<file path="config.mk">
export PLATFORM = sky130hd
export DESIGN_NAME = button_debounce_flat
export DESIGN_NICKNAME = d
export VERILOG_FILES = /design/src/rtl/button_debounce_if.sv /design/src/rtl/button_debounce.sv /design/src/flat_wrapper.sv
export SDC_FILE = /design/constraint.sdc
export NUM_CORES = 1
export LEC_CHECK = 0
export BUFFER_PORTS_ARGS = -buffer_cell sky130_fd_sc_hd__buf_2
export CELL_PAD_IN_SITES_DETAIL_PLACEMENT = 2
export CELL_PAD_IN_SITES_GLOBAL_PLACEMENT = 2
export CORE_AREA = 2 2 71 73
export DETAILED_ROUTE_END_ITERATION = 16
export DIE_AREA = 0 0 73 75
export MAX_ROUTING_LAYER = met4
export PLACE_DENSITY = 0.79
export SLEW_MARGIN = 20
export SYNTH_ARGS = -nofsm -noshare
export SYNTH_HDL_FRONTEND = slang
export SYNTH_SLANG_ARGS = --single-unit
export TNS_END_PERCENT = 50
</file>
<file path="constraint.sdc">
create_clock -name clk_i -period 5.55 [get_ports clk_i]
set_input_delay 1.11 -clock clk_i [delete_from_list [all_inputs] [get_ports clk_i]]
set_output_delay 1.11 -clock clk_i [all_outputs]
set_load 0.01 [all_outputs]
</file>
<file path="src/rtl/button_debounce_if.sv">
`default_nettype none
// ============================================================================
// button_debounce_if
// Raw button pin plus the debounced event outputs of button_debounce.
// Revision: 1.0
// ============================================================================
interface button_debounce_if;
  logic       btn_i;
  logic       btn_o;
  logic       press_o;
  logic       release_o;
  logic       long_o;
  logic [7:0] press_cnt_o;

  modport master (
    input  btn_i,
    output btn_o, press_o, release_o, long_o, press_cnt_o
  );

  modport slave (
    output btn_i,
    input  btn_o, press_o, release_o, long_o, press_cnt_o
  );
endinterface
`default_nettype wire

</file>
<file path="src/rtl/button_debounce.sv">
`default_nettype none
// ============================================================================
// button_debounce
// Synchronise and debounce one push-button pin into level, pulse and count
// events. Define BTN_LONG_PRESS_EN to build the long-press detector.
// Revision: 1.0
// ============================================================================
module button_debounce #(
  parameter int DEBOUNCE_CYCLES = 120_000,
  parameter int LONG_CYCLES     = 12_000_000,
  parameter bit ACTIVE_LOW      = 1'b1
) (
  input  wire logic           clk_i,
  input  wire logic           rst_i,
  button_debounce_if.master   bus
);

  localparam int CW = (DEBOUNCE_CYCLES > 2) ? $clog2(DEBOUNCE_CYCLES) : 1;
  localparam logic [CW-1:0] DB_LAST = CW'(DEBOUNCE_CYCLES - 1);

  localparam logic [1:0] ST_IDLE         = 2'd0;
  localparam logic [1:0] ST_PRESS_WAIT   = 2'd1;
  localparam logic [1:0] ST_PRESSED      = 2'd2;
  localparam logic [1:0] ST_RELEASE_WAIT = 2'd3;

  generate
    if (DEBOUNCE_CYCLES < 2) begin : g_bad_debounce
      $error("button_debounce: DEBOUNCE_CYCLES must be >= 2");
    end
    if (LONG_CYCLES < 2) begin : g_bad_long
      $error("button_debounce: LONG_CYCLES must be >= 2");
    end
  endgenerate

  logic          w_p;
  logic          s1_q, s2_q;
  logic [1:0]    state_q, state_d;
  logic [CW-1:0] cnt_q, cnt_d;
  logic          btn_q, btn_d;
  logic          press_q, press_d;
  logic          release_q, release_d;
  logic [7:0]    press_cnt_q, press_cnt_d;
  logic          w_press_acc, w_release_acc;

  assign w_p = ACTIVE_LOW ? ~bus.btn_i : bus.btn_i;

  // Synchroniser stores the polarity-corrected level, so reset = not pressed.
  always_ff @(posedge clk_i or posedge rst_i) begin
    if (rst_i) begin
      s1_q <= 1'b0;
      s2_q <= 1'b0;
    end else begin
      s1_q <= w_p;
      s2_q <= s1_q;
    end
  end

  assign w_press_acc   = (state_q == ST_PRESS_WAIT)   &&  s2_q && (cnt_q == DB_LAST);
  assign w_release_acc = (state_q == ST_RELEASE_WAIT) && !s2_q && (cnt_q == DB_LAST);

  always_ff @(posedge clk_i or posedge rst_i) begin
    if (rst_i) begin
      state_q     <= ST_IDLE;
      cnt_q       <= '0;
      btn_q       <= 1'b0;
      press_q     <= 1'b0;
      release_q   <= 1'b0;
      press_cnt_q <= 8'd0;
    end else begin
      state_q     <= state_d;
      cnt_q       <= cnt_d;
      btn_q       <= btn_d;
      press_q     <= press_d;
      release_q   <= release_d;
      press_cnt_q <= press_cnt_d;
    end
  end

  always_comb begin
    state_d = state_q;
    cnt_d   = cnt_q;
    case (state_q)
      ST_IDLE: begin
        if (s2_q) begin
          state_d = ST_PRESS_WAIT;
          cnt_d   = '0;
        end
      end
      ST_PRESS_WAIT: begin
        if (!s2_q)            state_d = ST_IDLE;
        else if (w_press_acc) state_d = ST_PRESSED;
        else                  cnt_d   = cnt_q + CW'(1);
      end
      ST_PRESSED: begin
        if (!s2_q) begin
          state_d = ST_RELEASE_WAIT;
          cnt_d   = '0;
        end
      end
      default: begin
        if (s2_q)               state_d = ST_PRESSED;
        else if (w_release_acc) state_d = ST_IDLE;
        else                    cnt_d   = cnt_q + CW'(1);
      end
    endcase
  end

  always_comb begin
    btn_d       = btn_q;
    press_d     = 1'b0;
    release_d   = 1'b0;
    press_cnt_d = press_cnt_q;
    if (w_press_acc) begin
      btn_d       = 1'b1;
      press_d     = 1'b1;
      press_cnt_d = press_cnt_q + 8'd1;
    end else if (w_release_acc) begin
      btn_d     = 1'b0;
      release_d = 1'b1;
    end
  end

  assign bus.btn_o       = btn_q;
  assign bus.press_o     = press_q;
  assign bus.release_o   = release_q;
  assign bus.press_cnt_o = press_cnt_q;

`ifdef BTN_LONG_PRESS_EN
  localparam int LW = (LONG_CYCLES > 2) ? $clog2(LONG_CYCLES) : 1;
  localparam logic [LW-1:0] LONG_LAST = LW'(LONG_CYCLES - 1);

  logic [LW-1:0] long_q, long_d;
  logic          long_done_q, long_done_d;
  logic          long_pulse_q, long_pulse_d;

  always_ff @(posedge clk_i or posedge rst_i) begin
    if (rst_i) begin
      long_q       <= '0;
      long_done_q  <= 1'b0;
      long_pulse_q <= 1'b0;
    end else begin
      long_q       <= long_d;
      long_done_q  <= long_done_d;
      long_pulse_q <= long_pulse_d;
    end
  end

  // Fires once when the saturated count is observed; done flag blocks re-fire.
  always_comb begin
    long_d       = long_q;
    long_done_d  = long_done_q;
    long_pulse_d = 1'b0;
    if (w_press_acc) begin
      long_d      = '0;
      long_done_d = 1'b0;
    end else if ((state_q == ST_PRESSED) && s2_q) begin
      if (long_q != LONG_LAST) begin
        long_d = long_q + LW'(1);
      end else if (!long_done_q) begin
        long_pulse_d = 1'b1;
        long_done_d  = 1'b1;
      end
    end
  end

  assign bus.long_o = long_pulse_q;
`else
  assign bus.long_o = 1'b0;
`endif

endmodule
`default_nettype wire

</file>
<file path="src/flat_wrapper.sv">
// flat-port wrapper written by rule: the top's interface ports become plain ports
module button_debounce_flat 
#(
  parameter int DEBOUNCE_CYCLES = 120_000,
  parameter int LONG_CYCLES     = 12_000_000,
  parameter bit ACTIVE_LOW      = 1'b1
)
  (clk_i, rst_i, bus_btn_i, bus_btn_o, bus_press_o, bus_release_o, bus_long_o, bus_press_cnt_o);
  button_debounce_if bus_i ();
  input  wire logic clk_i;
  input  wire logic rst_i;
  input wire logic [$bits(bus_i.btn_i)-1:0] bus_btn_i;
  output wire logic [$bits(bus_i.btn_o)-1:0] bus_btn_o;
  output wire logic [$bits(bus_i.press_o)-1:0] bus_press_o;
  output wire logic [$bits(bus_i.release_o)-1:0] bus_release_o;
  output wire logic [$bits(bus_i.long_o)-1:0] bus_long_o;
  output wire logic [$bits(bus_i.press_cnt_o)-1:0] bus_press_cnt_o;
  assign bus_i.btn_i = bus_btn_i;
  assign bus_btn_o = bus_i.btn_o;
  assign bus_press_o = bus_i.press_o;
  assign bus_release_o = bus_i.release_o;
  assign bus_long_o = bus_i.long_o;
  assign bus_press_cnt_o = bus_i.press_cnt_o;
  button_debounce #(.DEBOUNCE_CYCLES(DEBOUNCE_CYCLES), .LONG_CYCLES(LONG_CYCLES), .ACTIVE_LOW(ACTIVE_LOW)) u_core (.clk_i(clk_i), .rst_i(rst_i), .bus(bus_i));
endmodule
</file>
==> impl_metrics.env <==
export IMPL_insertion_delay_ns=0.29
export IMPL_path_class="reg2reg"
export IMPL_rsz0062_at_grt="no"
export IMPL_post_cts_buffers=0
export IMPL_portBuffers=13
export IMPL_grt_max_degree=33
export IMPL_cts_made_buffers=5
export IMPL_cts_root_buf="clkbuf_8"
export IMPL_fp_row_count=25
export IMPL_drcViolationCount=0
export IMPL_synth_main_ff_cell="dfrtp_1"
export IMPL_fmax_mhz=366
export IMPL_finalMaxSlewViolations=0
export IMPL_worstPathRequired_ns=5.74
export IMPL_crit_chain="inv_1 > ha_1 > or3_1 > a31oi_1 > o21ai_0 > o21ai_0"
export IMPL_postSynth_asyncResetShare_pct=100
export IMPL_path_buf_inv=1
export IMPL_finalSetupViolCount=0
export IMPL_synth_seq_cells=32
export IMPL_cts_sinks=32
export IMPL_ff2ff_setup_slack_ns=2.82
export IMPL_ant_nets=0
export IMPL_io_pins=15
export IMPL_first_global_vias=1760
export IMPL_synthTopCellsByArea="dfrtp_1, a22o_1, ha_1"
export IMPL_ctsHoldBuffers=0
export IMPL_drt_wl_total_mm=5.14
export IMPL_start_util_pct=39.6
export IMPL_mostFrequentLayoutCell="dfrtp_1"
export IMPL_syn_nets=206
export IMPL_period_minus_slack_ns=2.73
export IMPL_slowest_stage="a31oi_1"
export IMPL_crit_cells=6
export IMPL_r2r_cells=6
export IMPL_tightestPinTransition_ns=1.02
export IMPL_dieArea_um2=5480
export IMPL_hpwl_mm=3.66
export IMPL_clk_pin_slew_ns=0.07
export IMPL_n_antenna_cell=0
export IMPL_globalRouteOverflowTotal=0
export IMPL_die_w_um=73
export IMPL_grt_pass1_wl_mm=8.96
export IMPL_coreArea_um2=4660
export IMPL_first_pass_iters=4
export IMPL_hold_viol=0
export IMPL_cts_path_max_buffers=2
export IMPL_synth_avg_cell_area_um2=9.37
export IMPL_slew_limit_headroom_pct=31.9
export IMPL_start_kind="flip-flop"
export IMPL_leakagePower_nw=0.962
export IMPL_yosysWarnings=0
export IMPL_startpoint="u_core.state_q[0]$_DFFE_PP0P_"
export IMPL_wl_per_cell_um=19.6
export IMPL_synth_cells=197
export IMPL_vias=1563
export IMPL_place_gp_congestion=0.829
export IMPL_cts_tree="done"
export IMPL_holdPathStages=0
export IMPL_status="finished, final reports clean"
export IMPL_fp_dieH_um=75
export IMPL_initialDrtViolationCount=53
export IMPL_hp_start="u_core.s1_q$_DFF_PP0_"
export IMPL_hold_class="reg2reg"
export IMPL_crit_top_cell="o21ai_0"
export IMPL_hold_path_end="u_core.s2_q$_DFF_PP0_"
export IMPL_synth_seq_area_share_pct=43.4
export IMPL_cpPeakStageDelay_ns=0.74
export IMPL_viasPerCell=5.94
export IMPL_synth_cell_types=46
export IMPL_ir_drop_v=0.000124
export IMPL_crit_fanout=12
export IMPL_endpoint_kind="flip-flop"
export IMPL_drive_gt1_share_pct=18.2
export IMPL_fill_cells=505
export IMPL_yosys_area_top_type="dfrtp_1"
export IMPL_cts_resized=0
export IMPL_synth_edf_count=0
export IMPL_synth_top_area_share_pct=43.4
export IMPL_timing_hold_ws_ns=0.355
export IMPL_r2r_end="u_core.cnt_q[0]$_DFFE_PP0P_"
export IMPL_multiInputGateArea_um2=960
export IMPL_nets=218
export IMPL_tns_ns=0
export IMPL_h_tree_depth=2
export IMPL_track_usage_pct=22.1
export IMPL_seq_area_um2=801
export IMPL_netlist_area_um2=1850
export IMPL_p_per_area_nw_per_um2=393
export IMPL_area_delta_synth_final_pct=10.2
export IMPL_timing_rr_start="u_core.state_q[0]$_DFFE_PP0P_"
export IMPL_path_delay_family="compound AO/OA/AOI/OAI gates"
export IMPL_final_cell_mix="dfrtp_1, nand2_1, o21ai_0"
export IMPL_grt_antenna_before_repair=0
export IMPL_maxCapViolCount=0
export IMPL_fin_skew_ns=0.00697
export IMPL_crit_arrival_ns=2.93
export IMPL_min_period_over_period_pct=49.3
## worst register-to-register path: cells and delay by family, from the launching register on
kind                       cells  cell delay (ns)
AOI/OAI and AO/OA              3             1.35
adders and majority gates      1             0.31
buffers and inverters          1             0.12
DFF                            1             0.45
and+or+nand+nor                1             0.40
## per-stage QoR
step           worst slack, ns  util, %  power (mW)  instance area, um2  instances
2_1_floorplan             3.57        -       0.524                1850        197
3_3_place_gp              3.06     41.6       0.584                1940        256
3_5_place_dp              2.92     41.6       0.604                1940        256
4_1_cts                   2.87     43.7       0.806                2030        263
5_1_grt                   2.66     43.7       0.856                2030        263
6_report                  2.82     43.7       0.800                2030        263
## how the worst max path moves through the flow
stage	end	slack [ns]
finish	u_core.cnt_q[0]$_DFFE_PP0P_	2.82
global route	u_core.cnt_q[0]$_DFFE_PP0P_	2.66
CTS	u_core.cnt_q[0]$_DFFE_PP0P_	2.87
detailed placement	u_core.cnt_q[3]$_DFFE_PP0P_	2.92
global placement	u_core.cnt_q[13]$_DFFE_PP0P_	3.06
floorplan	u_core.cnt_q[9]$_DFFE_PP0P_	3.57
## state kept, by name, summed over array words and instances (netlist names), named ones only
register                cells
u_core.bus.press_o          1
u_core.s2_q                 1
u_core.bus.btn_o            1
u_core.bus.press_cnt_o      8
u_core.cnt_q               17
u_core.state_q              1
u_core.bus.release_o        1
u_core.s1_q                 1
## power by group
part | switching, mW | total (mW) | leakage (nW) | internal [mW]
Sequential | 0.0196 | 0.270 | 0.436 | 0.250
Combinational | 0.220 | 0.331 | 0.475 | 0.111
Clock | 0.0886 | 0.199 | 0.0503 | 0.110
## final cells by class
cell class / instances / share of cell area [%]
multi-input cells: 146 / 47.2
flip-flops and latches: 32 / 39.4
clock buffers: 7 / 4.74
repair buffers: 14 / 3.57
well taps: 54 / 3.32
inverters: 10 / 1.85
## cell families (layout without fill, tap and decap cells)
kind of cell             count (synthesis)  after routing  share of synthesized area (%)
multiplexers                             2              2                           1.15
AO/OA/AOI/OAI                           55             55                           21.3
buffers and inverters                   19             31                           4.67
AND/OR/NAND/NOR                         75             75                           21.9
adder cells (fa/ha/maj)                  6              6                           4.06
XOR/XNOR                                 7              7                           3.32
other                                    1              1                          0.203
flip-flops                              32             32                           43.4
## synth_stat cells, drive strengths merged, types with 4 or more instances
cell	instances
dfrtp	32
a22o	17
nand2	15
o21ai	15
nor2	14
inv	10
nor3	10
nand3	9
ha	6
a21oi	5
and3	5
clkbuf	5
nand4	5
o22ai	5
xor2	5
buf	4
nor4	4
## routing by layer
metal | global-route usage, % | part of all wire, % | vias to the layer above | wire length (um)
li1 | - | - | 740 | -
met2 | 36.9 | 51 | 24 | 2640
met3 | 4.02 | 2.7 | 4 | 139
met5 | - | 0 | - | 0
met1 | 26.6 | 45 | 795 | 2330
met4 | 8.02 | 0.64 | 0 | 33
Power figures use the tool's default switching activity.
